<file path="src/rtl/sha256_nonce_scheduler.sv">
// Nonce scheduler for a pool of SHA-256 cores: dispatches nonces in ascending order
// to free cores, captures results and serialises them onto one memory write port.
module sha256_nonce_scheduler #(
   parameter int unsigned NUM_CORES  = 4,
   parameter int unsigned NUM_NONCES = 16
) (
   input  logic                    clk,
   input  logic                    reset_n,
   input  logic                    start,
   input  logic [15:0]             output_addr,
   output logic                    done,
   output logic [NUM_CORES-1:0]    core_start,
   output logic [31:0]             core_nonce,
   input  logic [NUM_CORES-1:0]    core_done,
   input  logic [NUM_CORES*32-1:0] core_result,
   output logic                    mem_we,
   output logic [15:0]             mem_addr,
   output logic [31:0]             mem_write_data
);

   localparam int unsigned RRW  = (NUM_CORES > 1) ? $clog2(NUM_CORES) : 1;
   localparam logic [8:0]  LAST = 9'(NUM_NONCES);

   typedef enum logic [1:0] {IDLE, RUN, DONE} state_t;

   state_t                     state_q, state_d;
   logic [15:0]                base_q, base_d;
   logic [8:0]                 nonce_q, nonce_d;
   logic [8:0]                 wcnt_q, wcnt_d;
   logic [NUM_CORES-1:0]       busy_q, busy_d;
   logic [NUM_CORES-1:0]       pend_q, pend_d;
   logic [NUM_CORES-1:0][7:0]  tag_q, tag_d;
   logic [NUM_CORES-1:0][31:0] res_q, res_d;
   logic [RRW-1:0]             rr_q, rr_d;
   logic                       done_q, done_d;
   logic [NUM_CORES-1:0]       cstart_q, cstart_d;
   logic [31:0]                cnonce_q, cnonce_d;
   logic                       we_q, we_d;
   logic [15:0]                waddr_q, waddr_d;
   logic [31:0]                wdata_q, wdata_d;

   logic                       disp_en;
   logic                       disp_found;
   logic                       wr_found;
   logic [NUM_CORES-1:0]       disp_busy;
   logic [8:0]                 disp_nonce;
   logic [RRW-1:0]             sel;

   always_comb begin
      state_d    = state_q;
      base_d     = base_q;
      nonce_d    = nonce_q;
      wcnt_d     = wcnt_q;
      busy_d     = busy_q;
      pend_d     = pend_q;
      tag_d      = tag_q;
      res_d      = res_q;
      rr_d       = rr_q;
      done_d     = 1'b0;
      cstart_d   = '0;
      cnonce_d   = '0;
      we_d       = 1'b0;
      waddr_d    = waddr_q;
      wdata_d    = wdata_q;
      disp_en    = 1'b0;
      disp_found = 1'b0;
      wr_found   = 1'b0;
      disp_busy  = busy_q;
      disp_nonce = nonce_q;
      sel        = '0;

      case (state_q)
         IDLE: begin
            // Accepting start also dispatches nonce 0 so core_start follows immediately.
            if (start) begin
               base_d     = output_addr;
               nonce_d    = '0;
               wcnt_d     = '0;
               busy_d     = '0;
               pend_d     = '0;
               rr_d       = '0;
               disp_busy  = '0;
               disp_nonce = '0;
               disp_en    = 1'b1;
               state_d    = RUN;
            end
         end
         RUN: begin
            for (int unsigned i = 0; i < NUM_CORES; i++) begin
               if (core_done[i] && busy_q[i] && !pend_q[i]) begin
                  res_d[i]  = core_result[32*i +: 32];
                  pend_d[i] = 1'b1;
               end
            end
            // Round-robin as two passes: indices at or above rr_q first, then the wrap.
            for (int unsigned i = 0; i < NUM_CORES; i++) begin
               if (!wr_found && pend_q[i] && (i >= 32'(rr_q))) begin
                  wr_found = 1'b1;
                  sel      = RRW'(i);
               end
            end
            for (int unsigned i = 0; i < NUM_CORES; i++) begin
               if (!wr_found && pend_q[i]) begin
                  wr_found = 1'b1;
                  sel      = RRW'(i);
               end
            end
            if (wr_found) begin
               we_d        = 1'b1;
               waddr_d     = base_q + {8'h00, tag_q[sel]};
               wdata_d     = res_q[sel];
               pend_d[sel] = 1'b0;
               busy_d[sel] = 1'b0;
               rr_d        = (32'(sel) == NUM_CORES - 1) ? '0 : sel + 1'b1;
               wcnt_d      = wcnt_q + 9'd1;
               if (wcnt_d == LAST) state_d = DONE;
            end
            disp_en = 1'b1;
         end
         DONE: begin
            done_d  = 1'b1;
            state_d = IDLE;
         end
         default: state_d = IDLE;
      endcase

      if (disp_en && (disp_nonce < LAST)) begin
         for (int unsigned i = 0; i < NUM_CORES; i++) begin
            if (!disp_found && !disp_busy[i]) begin
               disp_found  = 1'b1;
               cstart_d[i] = 1'b1;
               cnonce_d    = {23'd0, disp_nonce};
               tag_d[i]    = disp_nonce[7:0];
               busy_d[i]   = 1'b1;
               nonce_d     = disp_nonce + 9'd1;
            end
         end
      end
   end

   always_ff @(posedge clk or negedge reset_n) begin
      if (!reset_n) begin
         state_q  <= IDLE;
         base_q   <= '0;
         nonce_q  <= '0;
         wcnt_q   <= '0;
         busy_q   <= '0;
         pend_q   <= '0;
         tag_q    <= '0;
         res_q    <= '0;
         rr_q     <= '0;
         done_q   <= 1'b0;
         cstart_q <= '0;
         cnonce_q <= '0;
         we_q     <= 1'b0;
         waddr_q  <= '0;
         wdata_q  <= '0;
      end else begin
         state_q  <= state_d;
         base_q   <= base_d;
         nonce_q  <= nonce_d;
         wcnt_q   <= wcnt_d;
         busy_q   <= busy_d;
         pend_q   <= pend_d;
         tag_q    <= tag_d;
         res_q    <= res_d;
         rr_q     <= rr_d;
         done_q   <= done_d;
         cstart_q <= cstart_d;
         cnonce_q <= cnonce_d;
         we_q     <= we_d;
         waddr_q  <= waddr_d;
         wdata_q  <= wdata_d;
      end
   end

   assign done           = done_q;
   assign core_start     = cstart_q;
   assign core_nonce     = cnonce_q;
   assign mem_we         = we_q;
   assign mem_addr       = waddr_q;
   assign mem_write_data = wdata_q;

endmodule

</file>
<file path="config.mk">
export PLATFORM = sky130hd
export DESIGN_NAME = sha256_nonce_scheduler
export DESIGN_NICKNAME = d
export VERILOG_FILES = /design/src/rtl/sha256_nonce_scheduler.sv
export SDC_FILE = /design/constraint.sdc
export NUM_CORES = 1
export LEC_CHECK = 0
export CAP_MARGIN = 20
export CORE_MARGIN = 8
export CORE_UTILIZATION = 35
export CTS_CLUSTER_SIZE = 16
export DETAILED_ROUTE_END_ITERATION = 7
export DONT_BUFFER_PORTS = 1
export GPL_TIMING_DRIVEN = 0
export HOLD_SLACK_MARGIN = 0.06
export SLEW_MARGIN = 20
export SYNTH_ARGS = -nofsm -noshare
export SYNTH_HDL_FRONTEND = slang
export SYNTH_SLANG_ARGS = --single-unit
</file>
<file path="constraint.sdc">
create_clock -name clk -period 7.6 [get_ports clk]
set_clock_uncertainty 0.05 [all_clocks]
set_input_delay 1.52 -clock clk [delete_from_list [all_inputs] [get_ports clk]]
set_output_delay 1.52 -clock clk [all_outputs]
set_load 0.05 [all_outputs]
</file>
==> impl_metrics.yaml, run 1 <==
run_status:
  status: "completed"
logic_synthesis:
  ys_top_cells_by_count: "269 x dfrtp_1, 161 x mux2_2, 126 x nand2_1"
  synthAdderAreaFrac_pct: 1.925
  synth_ff_type: "dfrtp_1"
  synth_compound_gate_area_share_pct: 10.06
  synth_top_area_share_pct: 55.69
  syn_avg_cell_area_um2: 11.63
  ys_ff_latch: 269
  synth_xor_area_share_pct: 0.8695
  synth_top_cell_by_area: "dfrtp_1"
  ys_warn_count: 0
  async_flop_share_pct: 100.0
  synth_area_leaders: "dfrtp_1 56%, mux2_2 15%, nand2_1 3.9%"
  ys_types: 52
  syn_area_mm2: 0.01209
  ys_seq_area_share_pct: 55.69
  synthMuxAreaShare_pct: 16.99
  synth-edff-count: 0
  synth.most_common_cell: "dfrtp_1"
  synth_top_family_by_area: "multiplexers"
  yosys.area_share.simple_pct: 10.55
  syn_inst: 1039
sta:
  setup_tns_ns: 0
  holdWs_ns: 0.4271
  period_share_pct: 60.64
  worst_pin_slew_ns: 1.014
  slew_headroom_pct: 31.90
  period_needed_ns: 4.609
  rsz0062_at_grt: "no"
  setup-violations-final: 0
  max_freq_ghz: 0.2170
  final_max_slew_viol_count: 0
  finalHoldViolations: 0
clock_network:
  cts_sinks: 269
  cts_buffers: 29
  tritoncts: "yes"
  htree_num_levels: 1
  root_buffer: "clkbuf_16"
  cts_buffer_depth: 3
  path_clk_slew_ns: 0.06
  post_cts_buffers: 0
  ctsResizeCount: 0
  insertion_delay_ns: 0.56
  cts_hold_buf: 0
pwr:
  ir_drop_uv: 263.1
  cellPowerDensity_mw_per_mm2: 523.8
  p_leak_nw: 6.060
die:
  die_x_um: 201.8
  io_pins: 237
  rows: 68
  die_h_um: 201.8
  design.die.area_mm2: 0.04074
  coreArea_mm2: 0.03429
  start_util_pct: 35.25
setup_path:
  end_kind: "register"
  path_class: "register to register"
  cp_max_fo: 11
  cp_data_arrival_time_ns: 5.00
  start_kind: "register"
  cp.required_ns: 7.99
grt:
  first_global_vias: 8330
  grt_pass1_wl_um: 51270
  grt_max_degree: 270
  grt.busiest_layer: "met2"
  met3_usage_pct: 6.020
  grt_util_all_layers_pct: 15.99
  met2_usage_pct: 25.42
  overflow: 0
  antenna_found_initial: 19
  grt_use_met1_pct: 20.02
detailed_routing:
  first_pass_iters: 5
  drt_iter0_drc: 480
  drc: 0
  vias_per_cell: 5.121
  wire_per_inst_um: 21.19
  routed_wl_um: 33500
  vias: 8096
  drtAntennaViolNets: 0
layout:
  area_growth_pct: 13.50
  nets: 1266
  layout-drive-gt1-share_pct: 22.52
place:
  dpl.hpwl_um: 23500
  port_buffers: 0
  routabilityCongestion: 0.8136
min_path:
  min_path_type: "register to register"
job:
  drv_cap: 0
[worst max-delay path, cell delays in order (launching register included)]
cell      delay (ns)
dfrtp_1         0.45
nor2b_1         0.23
a211oi_2        0.18
nor2_1          0.55
buf_2           0.39
buf_2           0.41
mux2i_1         0.44
ha_1            0.31
a21o_1          0.18
a41o_1          0.27
o211ai_1        0.54
o211ai_1        0.18
a211o_1         0.30
[routing by layer]
metal | share of wire, % | routed length [um]
met2 | 46 | 15470
met3 | 8.6 | 2867
met1 | 42 | 14150
met5 | 0.45 | 151
met4 | 2.5 | 850
[flip-flops by register name (all words and copies together), names as in the netlist]
register and flops:
res_q 128, state_q 2, mem_we 1, pend_q 4
mem_write_data 32, rr_q 2, core_nonce 9, busy_q 4
tag_q 32, wcnt_q 9, done 1, mem_addr 16
core_start 4, nonce_q 9, base_q 16
[cells by family after synthesis]
logic type,Yosys count
flip-flops,269
AND/OR/NAND/NOR,269
AO/OA/AOI/OAI,191
multiplexers,185
buffers and inverters,94
adder cells (fa/ha/maj),18
XOR/XNOR,12
other,1
[placed cells by master (no fill, tap or decap), types with 4 or more instances in the layout]
cell type | synthesis | final
nor2b_1 | 8 | 8
nand2b_1 | 5 | 5
o211ai_1 | 4 | 4
ha_1 | 17 | 17
mux2i_1 | 24 | 24
xor2_1 | 8 | 8
nand3_1 | 44 | 44
nor2_1 | 21 | 21
nand4_1 | 8 | 8
a21oi_1 | 43 | 43
and2_1 | 19 | 19
a221o_1 | 32 | 32
o21ai_0 | 80 | 80
dfrtp_1 | 269 | 269
clkbuf_8 | 0 | 9
inv_1 | 11 | 11
diode_2 | 0 | 7
buf_2 | 13 | 13
mux2_2 | 161 | 161
clkbuf_16 | 0 | 29
or3_1 | 5 | 5
buf_4 | 23 | 23
and3_1 | 6 | 6
xnor2_1 | 4 | 4
o21ai_2 | 4 | 4
clkbuf_1 | 44 | 54
nor3_1 | 8 | 8
o31ai_1 | 4 | 4
conb_1 | 1 | 28
nand2_1 | 126 | 126
a21o_1 | 6 | 6
or4_1 | 7 | 7
[power by group]
group	total, mW	switching [mW]	internal, mW
logic	2.82	1.57	1.24
clock network	1.40	0.578	0.824
registers	2.97	0.898	2.07
total	7.19	3.05	4.13
[final cells by class]
cell class,instances,area (um^2)
Buffer,83,429.2
Antenna cell,7,17.52
Fill cell,3328,20570
Inverter,11,41.29
Clock inverter,5,56.30
Sequential cell,269,6731
Multi-Input combinational cell,703,4987
Clock buffer,48,887.1
Tap cell,455,569.3
[stage by stage]
stage / std cells / util, % / total power [mW] / worst slack (ns) / cell area (um^2)
after floorplan: 1066 / - / 4.982 / 4.142 / 12190
after global placement: 1521 / 37.21 / 5.761 / 3.033 / 12760
after detailed placement: 1521 / 37.21 / 5.844 / 2.924 / 12760
after CTS: 1574 / 39.96 / 7.273 / 2.915 / 13700
after global routing: 1579 / 40.00 / 7.674 / 2.651 / 13710
final: 1581 / 40.01 / 7.186 / 2.991 / 13720
[worst paths after layout]
check | start | endpoint | depth (start not counted) | slack, ns
setup / recovery | pend_q[1] | mem_addr[15] | 12 | 2.99
hold / removal | tag_q[9] | tag_q[9] | 2 | 0.43
setup reg to reg | pend_q[1] | mem_addr[15] | 12 | 2.99
hold reg to reg | tag_q[9] | tag_q[9] | 2 | 0.43
max in group asynchronous | reset_n | mem_addr[1] | 0 | 6.60
min in group asynchronous | reset_n | core_nonce[7] | 0 | 0.60
Note: power is estimated with default switching activity, not from simulation.
==> run 2, diff against run 1 <==
clock period = 4.3 ns   (was 7.6 ns; I/O delays follow)
==> impl_metrics.yaml, run 2 (synthesis gave the netlist of run 1 again) <==
setup_path:
  cp_max_fo: 11
  path_class: "register to register"
  r2r-start: "pend_q[2]"
  reg2reg_depth: 13
  start_kind: "register"
  crit_end: "mem_addr[12]"
  cp.required_ns: 4.69
  cp_data_arrival_time_ns: 4.29
  rrSetupSlack_ns: 0.39
  regToRegEndpoint: "mem_addr[12]"
  end_kind: "register"
  critPathLaunch: "pend_q[2]"
sta:
  period_share_pct: 90.86
  finalHoldViolations: 173
  rsz0062_at_grt: "no"
  holdWs_ns: -0.06326
  slew_headroom_pct: 31.54
  setup-violations-final: 0
  worst_pin_slew_ns: 1.019
  fin_ws_ns: 0.3931
  period_needed_ns: 3.907
  final_max_slew_viol_count: 0
  max_freq_ghz: 0.2560
min_path:
  min_path_type: "input port to asynchronous set/reset pin"
grt:
  first_global_vias: 8342
  overflow: 0
  grt_max_degree: 270
  grt_util_all_layers_pct: 16.01
  antenna_found_initial: 19
  grt_pass1_wl_um: 51330
place:
  placed_cells: 1521
  dpl.hpwl_um: 23500
  port_buffers: 0
  routabilityCongestion: 0.8136
  pre_cts_slack_ns: -0.3758
die:
  coreArea_mm2: 0.03429
  rows: 68
  die_h_um: 201.8
  start_util_pct: 35.25
  io_pins: 237
  die_x_um: 201.8
  design.die.area_mm2: 0.04074
layout:
  layout_commonest_cell: "dfrtp_1"
  regMostFlops: "res_q"
  area_growth_pct: 13.67
  stdcell_count: 1582
  mostFrequentLayoutCells: "269 x dfrtp_1, 161 x mux2_2, 126 x nand2_1"
  largest_reg_flops: 128
  final_core_util_pct: 40.07
  fill_cells: 3331
  nets: 1267
  layout-drive-gt1-share_pct: 22.77
run_status:
  violations: "negative hold slack"
  status: "finished with violations"
detailed_routing:
  wl_met1_um: 14210
  dr_wl_met2_um: 15470
  wire_per_inst_um: 21.23
  first_pass_iters: 5
  dr.max_layer_used: "met5"
  vias_per_cell: 5.131
  drtAntennaViolNets: 0
  dr_wl_met3_um: 2896
  drt_iter0_drc: 478
  vias: 8117
  drc: 0
  routed_wl_um: 33580
pwr:
  p_sw_share_pct: 42.44
  switchingPower_mw: 5.399
  p_total_mw: 12.72
  pwr-share-clk_pct: 19.5
  intPower_mw: 7.322
  ir_drop_uv: 464.9
  cellPowerDensity_mw_per_mm2: 925.8
  p_comb_share_pct: 39.3
  p_leak_nw: 6.065
  seqPwrFrac_pct: 41.2
clock_network:
  cts_buffer_depth: 3
  path_clk_slew_ns: 0.06
  cts_sinks: 269
  tritoncts: "yes"
  cts_buffers: 29
  htree_num_levels: 1
  root_buffer: "clkbuf_16"
  insertion_delay_ns: 0.56
job:
  drv_cap: 0
==> run 2: cell count changes in the layout (fill, tap and decap cells not counted), sizes merged <==
| cell | before | now |
|---|---|---|
| clkbuf | 92 | 93 |
==> run 2: stage by stage <==
stage | TNS (ns) | hold WS [ns] | cell area (um^2)
final | 0 | -0.06326 | 13740
after global routing | 0 | -0.09178 | 13740
after CTS | 0 | -0.09484 | 13710
after detailed placement | -0.9018 | 0.4169 | 12760
after floorplan | 0 | 0.3992 | 12190
after global placement | -0.4570 | 0.4106 | 12760
==> run 2: layout make-up <==
cell class                      instances  area, um^2  share of cell area (%)
Clock buffer                           48       887.1                   6.456
Sequential cell                       269        6731                   48.99
Timing Repair Buffer                    1       7.507                 0.05463
Inverter                               11       41.29                  0.3005
Tap cell                              455       569.3                   4.143
Multi-Input combinational cell        703        4999                   36.38
Antenna cell                            7       17.52                  0.1275
Clock inverter                          5       56.30                  0.4098
Buffer                                 83       431.7                   3.141
==> run 2: timing repair <==
action	in CTS	in global routing
setup endpoints to repair	7	8
buffers inserted	1	0
pin swaps	1	0
resized for setup	1	3
endpoints found under the hold margin	269	269
==> run 2: critical path, cell delays in order, from the launching register on <==
cell	delay (ns)
dfrtp_1	0.40
nor2b_1	0.17
a211oi_2	0.58
nor2_4	0.16
buf_2	0.25
clkbuf_4	0.28
mux2i_1	0.18
ha_1	0.23
fa_1	0.42
a211oi_1	0.37
o211ai_1	0.27
nand4_1	0.17
xor2_1	0.15
o21ai_0	0.09
==> run 2: per-layer routing <==
metal	up-vias	track usage [%]
li1	3765	-
met5	-	0
met2	240	25.49
met3	69	6.020
met4	24	4.774
met1	4019	20.01
==> run 2: worst min-delay path by stage <==
stage,endpoint,depth (start not counted),from
finish,core_nonce[7],0,reset_n
global route,core_nonce[7],0,reset_n
CTS,core_nonce[7],0,reset_n
detailed placement,tag_q[24],2,tag_q[24]
global placement,tag_q[16],2,tag_q[16]
floorplan,tag_q[0],2,tag_q[0]
==> run 2: power by group through the flow <==
stage | clock, mW | combinational, mW | sequential [mW]
6_report | 2.48 | 5.00 | 5.25
5_1_grt | 2.64 | 5.54 | 5.41
4_1_cts | 2.55 | 5.05 | 5.26
3_5_place_dp | 0 | 5.03 | 5.30
3_3_place_gp | 0 | 4.93 | 5.26
2_1_floorplan | 0 | 3.78 | 5.03
==> run 3, diff against run 2 <==
ABC_CLOCK_PERIOD_IN_PS = 4300   (was unset)
CAP_MARGIN = 15   (was 20)
CTS_CLUSTER_SIZE = unset   (was 16)
==> results of run 3 <==
The final DEF is identical to that of run 2; final timing and power are the same.
